$ cat src/rtl/alu32.sv
// 32-bit registered ALU: logic ops, add/sub on one shared adder, a<b compare and overflow flags.
// Define ALU_SLT_EN to make op 011 return set-less-than; otherwise op 011 yields zero.
module alu32 #(
  parameter int WIDTH = 32
) (
  input  logic             clk,
  input  logic             rst,
  input  logic [WIDTH-1:0] a,
  input  logic [WIDTH-1:0] b,
  input  logic [2:0]       op,
  input  logic             unsig,
  output logic [WIDTH-1:0] aluout,
  output logic             compout,
  output logic             overflow
);

  localparam logic [2:0] OP_AND = 3'b000;
  localparam logic [2:0] OP_OR  = 3'b001;
  localparam logic [2:0] OP_ADD = 3'b010;
  localparam logic [2:0] OP_SLT = 3'b011;
  localparam logic [2:0] OP_NOR = 3'b100;
  localparam logic [2:0] OP_XOR = 3'b101;
  localparam logic [2:0] OP_SUB = 3'b110;

  logic             sub_sel;
  logic [WIDTH-1:0] b_operand;
  logic [WIDTH:0]   sum;
  logic             less;
  logic             ovf_add;
  logic             ovf_sub;
  logic [WIDTH-1:0] aluout_next;
  logic             overflow_next;

  // One adder serves both add and sub: subtract is a + ~b + 1.
  assign sub_sel   = (op == OP_SUB);
  assign b_operand = sub_sel ? ~b : b;
  assign sum       = {1'b0, a} + {1'b0, b_operand} + {{WIDTH{1'b0}}, sub_sel};

  // unsig=1 selects signed interpretation.
  assign less = unsig ? ($signed(a) < $signed(b)) : (a < b);

  // Unsigned sub overflow is a borrow, i.e. no carry out of the inverted-b add.
  assign ovf_add = unsig ? ((a[WIDTH-1] == b[WIDTH-1]) && (sum[WIDTH-1] != a[WIDTH-1]))
                         : sum[WIDTH];
  assign ovf_sub = unsig ? ((a[WIDTH-1] != b[WIDTH-1]) && (sum[WIDTH-1] != a[WIDTH-1]))
                         : ~sum[WIDTH];

  always_comb begin
    aluout_next   = '0;
    overflow_next = 1'b0;
    case (op)
      OP_AND: aluout_next = a & b;
      OP_OR:  aluout_next = a | b;
      OP_ADD: begin
        aluout_next   = sum[WIDTH-1:0];
        overflow_next = ovf_add;
      end
      OP_SLT: begin
`ifdef ALU_SLT_EN
        aluout_next = {{(WIDTH-1){1'b0}}, less};
`else
        aluout_next = '0;
`endif
      end
      OP_NOR: aluout_next = ~(a | b);
      OP_XOR: aluout_next = a ^ b;
      OP_SUB: begin
        aluout_next   = sum[WIDTH-1:0];
        overflow_next = ovf_sub;
      end
      default: begin
        aluout_next   = '0;
        overflow_next = 1'b0;
      end
    endcase
  end

  always_ff @(posedge clk or posedge rst) begin
    if (rst) begin
      aluout   <= '0;
      compout  <= 1'b0;
      overflow <= 1'b0;
    end else begin
      aluout   <= aluout_next;
      compout  <= less;
      overflow <= overflow_next;
    end
  end

endmodule

$ cat config.mk
export PLATFORM = sky130hd
export DESIGN_NAME = alu32
export DESIGN_NICKNAME = d
export VERILOG_FILES = /design/src/rtl/alu32.sv
export SDC_FILE = /design/constraint.sdc
export NUM_CORES = 1
export LEC_CHECK = 0
export CAP_MARGIN = 20
export CORE_MARGIN = 2
export CORE_UTILIZATION = 60
export CTS_BUF_LIST = sky130_fd_sc_hd__clkbuf_4 sky130_fd_sc_hd__clkbuf_8
export DETAILED_ROUTE_END_ITERATION = 10
export GPL_ROUTABILITY_DRIVEN = 0
export HOLD_SLACK_MARGIN = 0.05
export PLACE_DENSITY_LB_ADDON = 0.3
export SLEW_MARGIN = 20
export SYNTH_ARGS = -nofsm -noshare
export SYNTH_HDL_FRONTEND = slang
export SYNTH_SLANG_ARGS = --single-unit
$ cat constraint.sdc
create_clock -name clk -period 2.2 [get_ports clk]
set_input_delay 0.66 -clock clk [delete_from_list [all_inputs] [get_ports clk]]
set_output_delay 0.66 -clock clk [all_outputs]
set_load 0.01 [all_outputs]
==> out/summary.md, run 1 <==
Buffer levels on the longest clock path: 2. For this design, the sink count on the clock tree is 34. The post-CTS setup buffer count was 24; the cell count after synthesis was 734. The average instance in the mapped netlist occupies 8.04 µm².

The logs give 222 for the post-cts repair resize count and 14.4% for the share of the yosys chip area belonging to registers. The H-tree generated during clock tree synthesis spans 2 levels. For the top-level port count, the log shows 104. The count of buffers inserted at the top-level ports came out at 103.

The first error in the log reads "[ERROR DPL-0033] detailed placement checks failed during check placement". The die is 103 µm tall. In this run the cell area of the synthesized design comes to 0.00590 mm². The post-cts hold buffer count is 0. Progress stopped at clock tree synthesis. For the total CTS buffers, the log shows 5.

The number of rows in the core area is 36. For this run, the number of Yosys warnings is 0. Once the floorplan was initialized, standard cells occupied 61.2% of the core. The number of cells after detailed placement is 1,125, and the number of register bits inferred by synthesis is 34.

In this run, synthesis inferred 0 flip-flops with an integrated enable. The share of synthesized flip-flops with an asynchronous set or reset was 100%; the detailed placement HPWL was 16.4 mm. Width of the die: 103 µm.

The tools report the post-synth net total as 933. Most used flip-flop cell after synthesis: sky130_fd_sc_hd__dfrtp_1. The tools report the CTS root buffer as sky130_fd_sc_hd__clkbuf_8. The flow did not finish.

For the distinct cell type count of the synthesized netlist, the log shows 62.
-- cells by family after synthesis --
| family | count (synthesis) | share of synthesized area, % |
|---|---|---|
| and+or+nand+nor | 130 | 10.3 |
| xor gates and xnor gates | 62 | 9.20 |
| adders and majority gates | 129 | 27.5 |
| muxes | 39 | 6.91 |
| buffers and inverters | 120 | 7.76 |
| DFF | 34 | 14.4 |
| AOI/OAI and AO/OA | 220 | 23.9 |
-- synthesized netlist by cell type, types with 3 or more instances --
library cell | count | area, µm²
sky130_fd_sc_hd__a211oi_1 | 5 | 37.5
sky130_fd_sc_hd__nor2_1 | 33 | 124
sky130_fd_sc_hd__buf_1 | 6 | 22.5
sky130_fd_sc_hd__xor2_1 | 19 | 166
sky130_fd_sc_hd__dfrtp_1 | 34 | 851
sky130_fd_sc_hd__nor2b_1 | 4 | 25.0
sky130_fd_sc_hd__o21a_1 | 3 | 22.5
sky130_fd_sc_hd__o21ai_0 | 49 | 245
sky130_fd_sc_hd__a31oi_1 | 5 | 31.3
sky130_fd_sc_hd__a21oi_1 | 63 | 315
sky130_fd_sc_hd__inv_1 | 85 | 319
sky130_fd_sc_hd__nand4_1 | 4 | 25.0
sky130_fd_sc_hd__o31ai_1 | 4 | 30.0
sky130_fd_sc_hd__nand2b_1 | 6 | 37.5
sky130_fd_sc_hd__and3_1 | 6 | 37.5
sky130_fd_sc_hd__ha_1 | 128 | 1600
sky130_fd_sc_hd__xnor2_1 | 43 | 377
sky130_fd_sc_hd__clkbuf_1 | 23 | 86.3
sky130_fd_sc_hd__o21bai_1 | 8 | 60.1
sky130_fd_sc_hd__nor3_1 | 8 | 40.0
sky130_fd_sc_hd__nand3_1 | 7 | 35.0
sky130_fd_sc_hd__clkbuf_2 | 4 | 20.0
sky130_fd_sc_hd__mux2i_1 | 25 | 250
sky130_fd_sc_hd__o221ai_1 | 3 | 26.3
sky130_fd_sc_hd__o211ai_1 | 8 | 60.1
sky130_fd_sc_hd__mux2_2 | 14 | 158
sky130_fd_sc_hd__o22ai_1 | 27 | 169
sky130_fd_sc_hd__o32ai_1 | 3 | 26.3
sky130_fd_sc_hd__a21o_1 | 19 | 143
sky130_fd_sc_hd__nand2_1 | 50 | 188
-- metrics by stage --
| stage | cell area (µm²) | utilization [%] | worst slack (ns) |
|---|---|---|---|
| floorplan | 6090 | - | -1.37 |
| global placement | 8550 | 88.7 | -1.57 |
| detailed placement | 8550 | 88.7 | -1.77 |
==> run 2, diff against run 1 <==
Settings changed: CORE_UTILIZATION 60 to 40, CTS_BUF_LIST sky130_fd_sc_hd__clkbuf_4 sky130_fd_sc_hd__clkbuf_8 to unset, HOLD_SLACK_MARGIN 0.05 to unset, PLACE_DENSITY_LB_ADDON 0.3 to 0.15.
==> run 2 against run 1 <==
Compared with the run above:
- the flow now finishes, with violations (setup timing)
- area after synthesis stayed put
- synthesized cell count unchanged
==> out/summary.md, run 2 <==
The run finished, with violations left. The final reports fail on setup timing. The path type of the worst setup path is in2reg. Ranked by flip-flop count, first place goes to aluout.

The sequential cells in the finished layout cover a total of 851 µm². The post-layout minimum cycle time is 3.40 ns, and the count of buffers inserted at the top-level ports is 103. The share of the yosys chip area belonging to registers came out at 14.4%.

The layout has 1,060 filler cells. The region available for standard cell placement spans 0.0145 mm². After clock tree synthesis, the clock-pin slew on the worst setup and hold paths is 0.06 ns. The run gives 0 as the hold violation total from the final report.

The internal power of the cells totals 2.64 mW. In this run the deepest clock path goes through 2 buffers. Yosys instantiated no cell more often than sky130_fd_sc_hd__ha_1. For this design the static power due to leakage is 5.04 nW. Across the run, the number of max-cap violations was 0. On the final layout, the worst hold slack is 0.813 ns.

The final setup TNS is -27.14 ns, and the relative contribution of sequential cells to total power is 17.4%. Counting flops and latches in the post-synthesis netlist gives 34. Among all stages on the critical path, the largest delay is contributed by sky130_fd_sc_hd__o41a_1. The net count of the finished layout is 1,260. VDD sags by at most 0.291 mV.

Setup repair after global routing could not meet its margin everywhere. In this run the power spent charging and discharging nets is 1.66 mW. The distinct cell type count of the synthesized netlist was 62; the transition time at the pin with the least slew margin was 0.644 ns.

TritonCTS built the clock tree. Combinational logic is responsible for 66.0% of the overall power. The H-tree depth is 2.

Walking the worst path, the cells encountered are buf_6 -> nand3b_1 -> buf_6 -> buf_12 -> buf_12 -> xnor2_4 -> ha_4 -> nor2b_4 -> o31a_1 -> o41a_1 -> buf_4 -> a31oi_4 -> o21ai_2 -> a21bo_2 -> a21oi_2 -> xor2_1 -> o22ai_1. The top-level port count was 104; the post-place instance area was 0.00868 mm². The most used flip-flop cell after synthesis is sky130_fd_sc_hd__dfrtp_1. Post-synth net total: 933.

The width of the die works out to 125 µm. The count of nets left with antenna violations once routing finished came out at 0. The logs give 0 for the remaining routing DRC violations and 0 for the total global routing overflow. In this design, the stage delay of the slowest critical-path cell is 0.39 ns.

Counting flops with a built-in enable in the synthesized netlist gives 0. The maximum fanout encountered on the critical timing path is 6. Number of pins with negative max-slew slack in the final report: 0. For the post-route core utilization, the log shows 70.4%. The initial antenna violation count was 0. STA classifies the critical path startpoint as an input port.

The startpoint of the most critical setup path was op[0]. Summing over every cut layer, the via total after detailed routing is 6,629. The post-synthesis to final-layout area growth works out to 72.9%.

Prior to clock tree synthesis, the placed netlist has a worst setup slack of -1.76 ns. The top cell types in the final layout, fill and taps aside, are sky130_fd_sc_hd__buf_4 (206), sky130_fd_sc_hd__ha_1 (99), sky130_fd_sc_hd__inv_1 (67). Entering global routing, the biggest net connects 54 pins.

The first TritonRoute pass finished after 5 iterations. The CTS root buffer is sky130_fd_sc_hd__clkbuf_16. The first global-routing pass estimated 33.1 mm of wire. Power spread over the standard cell area amounts to 422 mW/mm². The required time of the critical path came out at 2.36 ns. For this run, the top clock speed supported by timing is 0.294 GHz. In the routed layout, each cell is associated on average with a via count of 5.32.

The mean cell area of the mapped netlist is 8.04 µm². The routed design has 21.0 mm of wire. Final critical-path setup slack: -1.20 ns.

The flip-flop count of the largest register after layout was 32; the period utilization was 155%. The largest total area in the synthesized netlist belongs to sky130_fd_sc_hd__ha_1. The cell area after layout came out at 0.0102 mm². The tools report the detailed placement HPWL as 14.7 mm.

The floorplan step defined a die boundary enclosing 0.0157 mm². Per report_power, the clock group accounts for 16.6% of the total. In the final routed layout, each cell accounts on average for 16.8 µm. From bottom edge to top edge, the die measures 125 µm. The number of rows in the core area is 44. For this block, the initial DRC count from the detailed router was 266. The largest registers in the layout are aluout x32, compout x1, overflow x1.

For this configuration, the core starts out at a cell density of 40.7%. Of all flip-flops after synthesis, the portion carrying an async set or reset was 100%. In this run the tightest slew margin relative to its limit is 57.1%.

Yosys printed 0 warnings. The total CTS buffers came out at 5. Sorting the synthesized cells by area gives the leading types as sky130_fd_sc_hd__ha_1 (27%), sky130_fd_sc_hd__dfrtp_1 (14%), sky130_fd_sc_hd__xnor2_1 (6.4%).

The via count of the first global-routing pass was 6,939. Counting instances in the post-synthesis netlist gives the leading cell types as sky130_fd_sc_hd__ha_1 (128), sky130_fd_sc_hd__inv_1 (85), sky130_fd_sc_hd__a21oi_1 (63), sky130_fd_sc_hd__nand2_1 (50), sky130_fd_sc_hd__o21ai_0 (49). Synthesis produced a netlist whose cell count is 734.

In the global route stage, overall resource usage came out at 25.7%. The data arrival at the endpoint of the critical path came out at 3.57 ns. The library cell used most frequently in the layout, excluding fill and tap cells, is sky130_fd_sc_hd__buf_4. Of the cells placed in the final design, the portion with a size suffix greater than 1 is 42.5%.

Net switching is 38.6% of the power. Setup violations remaining at the end of the flow were counted as 32. 0 antenna diodes ended up in the layout. In the final layout, the multi-input gates occupy 0.00560 mm².

The path class of the lowest-slack min-delay path was in2async. The worst setup path is captured at a register. The total clock sinks came out at 34. The fraction of synthesized cell area taken by the top area cell type was 27.1%.

For the mapped cell area, the log shows 0.00590 mm².
[run 2: cell counts after synthesis]
No cell type changed its count.
[run 2: worst max-delay path by stage]
stage                                      end  slack (ns)  cells after the start
final                     aluout[20]$_DFF_PP0_       -1.20                     17
after global routing      aluout[20]$_DFF_PP0_       -1.27                     17
after CTS                 aluout[20]$_DFF_PP0_       -1.20                     17
after detailed placement    overflow$_DFF_PP0_       -1.76                     15
after global placement      overflow$_DFF_PP0_       -1.69                     15
after floorplan             overflow$_DFF_PP0_       -1.37                     15
[run 2: stage by stage]
step | total power, mW | std cells
after detailed placement | 3.02 | 1187
after global placement | 2.97 | 1187
after CTS | 4.10 | 1232
final | 4.30 | 1245
after floorplan | 1.94 | 734
after global routing | 4.56 | 1245
[run 2: metal layers]
metal	GRT usage [%]	vias up	wire, µm
li1	-	3202	-
met1	29.7	3178	8490
met2	48.6	202	10900
met3	4.07	47	1030
met4	7.25	0	508
met5	0	-	0
[run 2: cells by family after synthesis]
| family | count (synthesis) | share of synthesized area [%] |
|---|---|---|
| AOI/OAI and AO/OA | 220 | 23.9 |
| xor gates and xnor gates | 62 | 9.20 |
| adders and majority gates | 129 | 27.5 |
| buffers and inverters | 120 | 7.76 |
| DFF | 34 | 14.4 |
| muxes | 39 | 6.91 |
| and+or+nand+nor | 130 | 10.3 |
[run 2: layout make-up]
type,instances,share of cell area [%]
sequential,34,8.34
clock buffer,7,1.30
inverter,85,3.30
tap,184,2.26
timing repair buffer,355,29.8
multi-input combinational,580,55.0
[run 2: power groups by stage]
| stage | logic [mW] | clock network, mW | registers (mW) |
|---|---|---|---|
| after floorplan | 1.15 | 0 | 0.796 |
| after global placement | 2.22 | 0 | 0.754 |
| after detailed placement | 2.26 | 0 | 0.758 |
| after CTS | 2.63 | 0.726 | 0.748 |
| after global routing | 3.04 | 0.759 | 0.754 |
| final | 2.84 | 0.715 | 0.747 |
[run 2: critical path: cells and delay by family]
family                     cells  cell delay (ns)
buffers and inverters          5             0.68
and+or+nand+nor                2             0.29
adders and majority gates      1             0.22
AOI/OAI and AO/OA              7             1.39
xor gates and xnor gates       2             0.30
[run 2: what timing repair did]
action | CTS | global route
gates resized for setup | 267 | 92
endpoints found under the hold margin | 0 | 0
buffers inserted | 38 | 29
gates cloned | 2 | 0
pin swaps | 101 | 95
endpoints found under the setup margin | 33 | 32
hold buffers | 0 | 0
No activity file was read; power rests on OpenSTA's default activity.
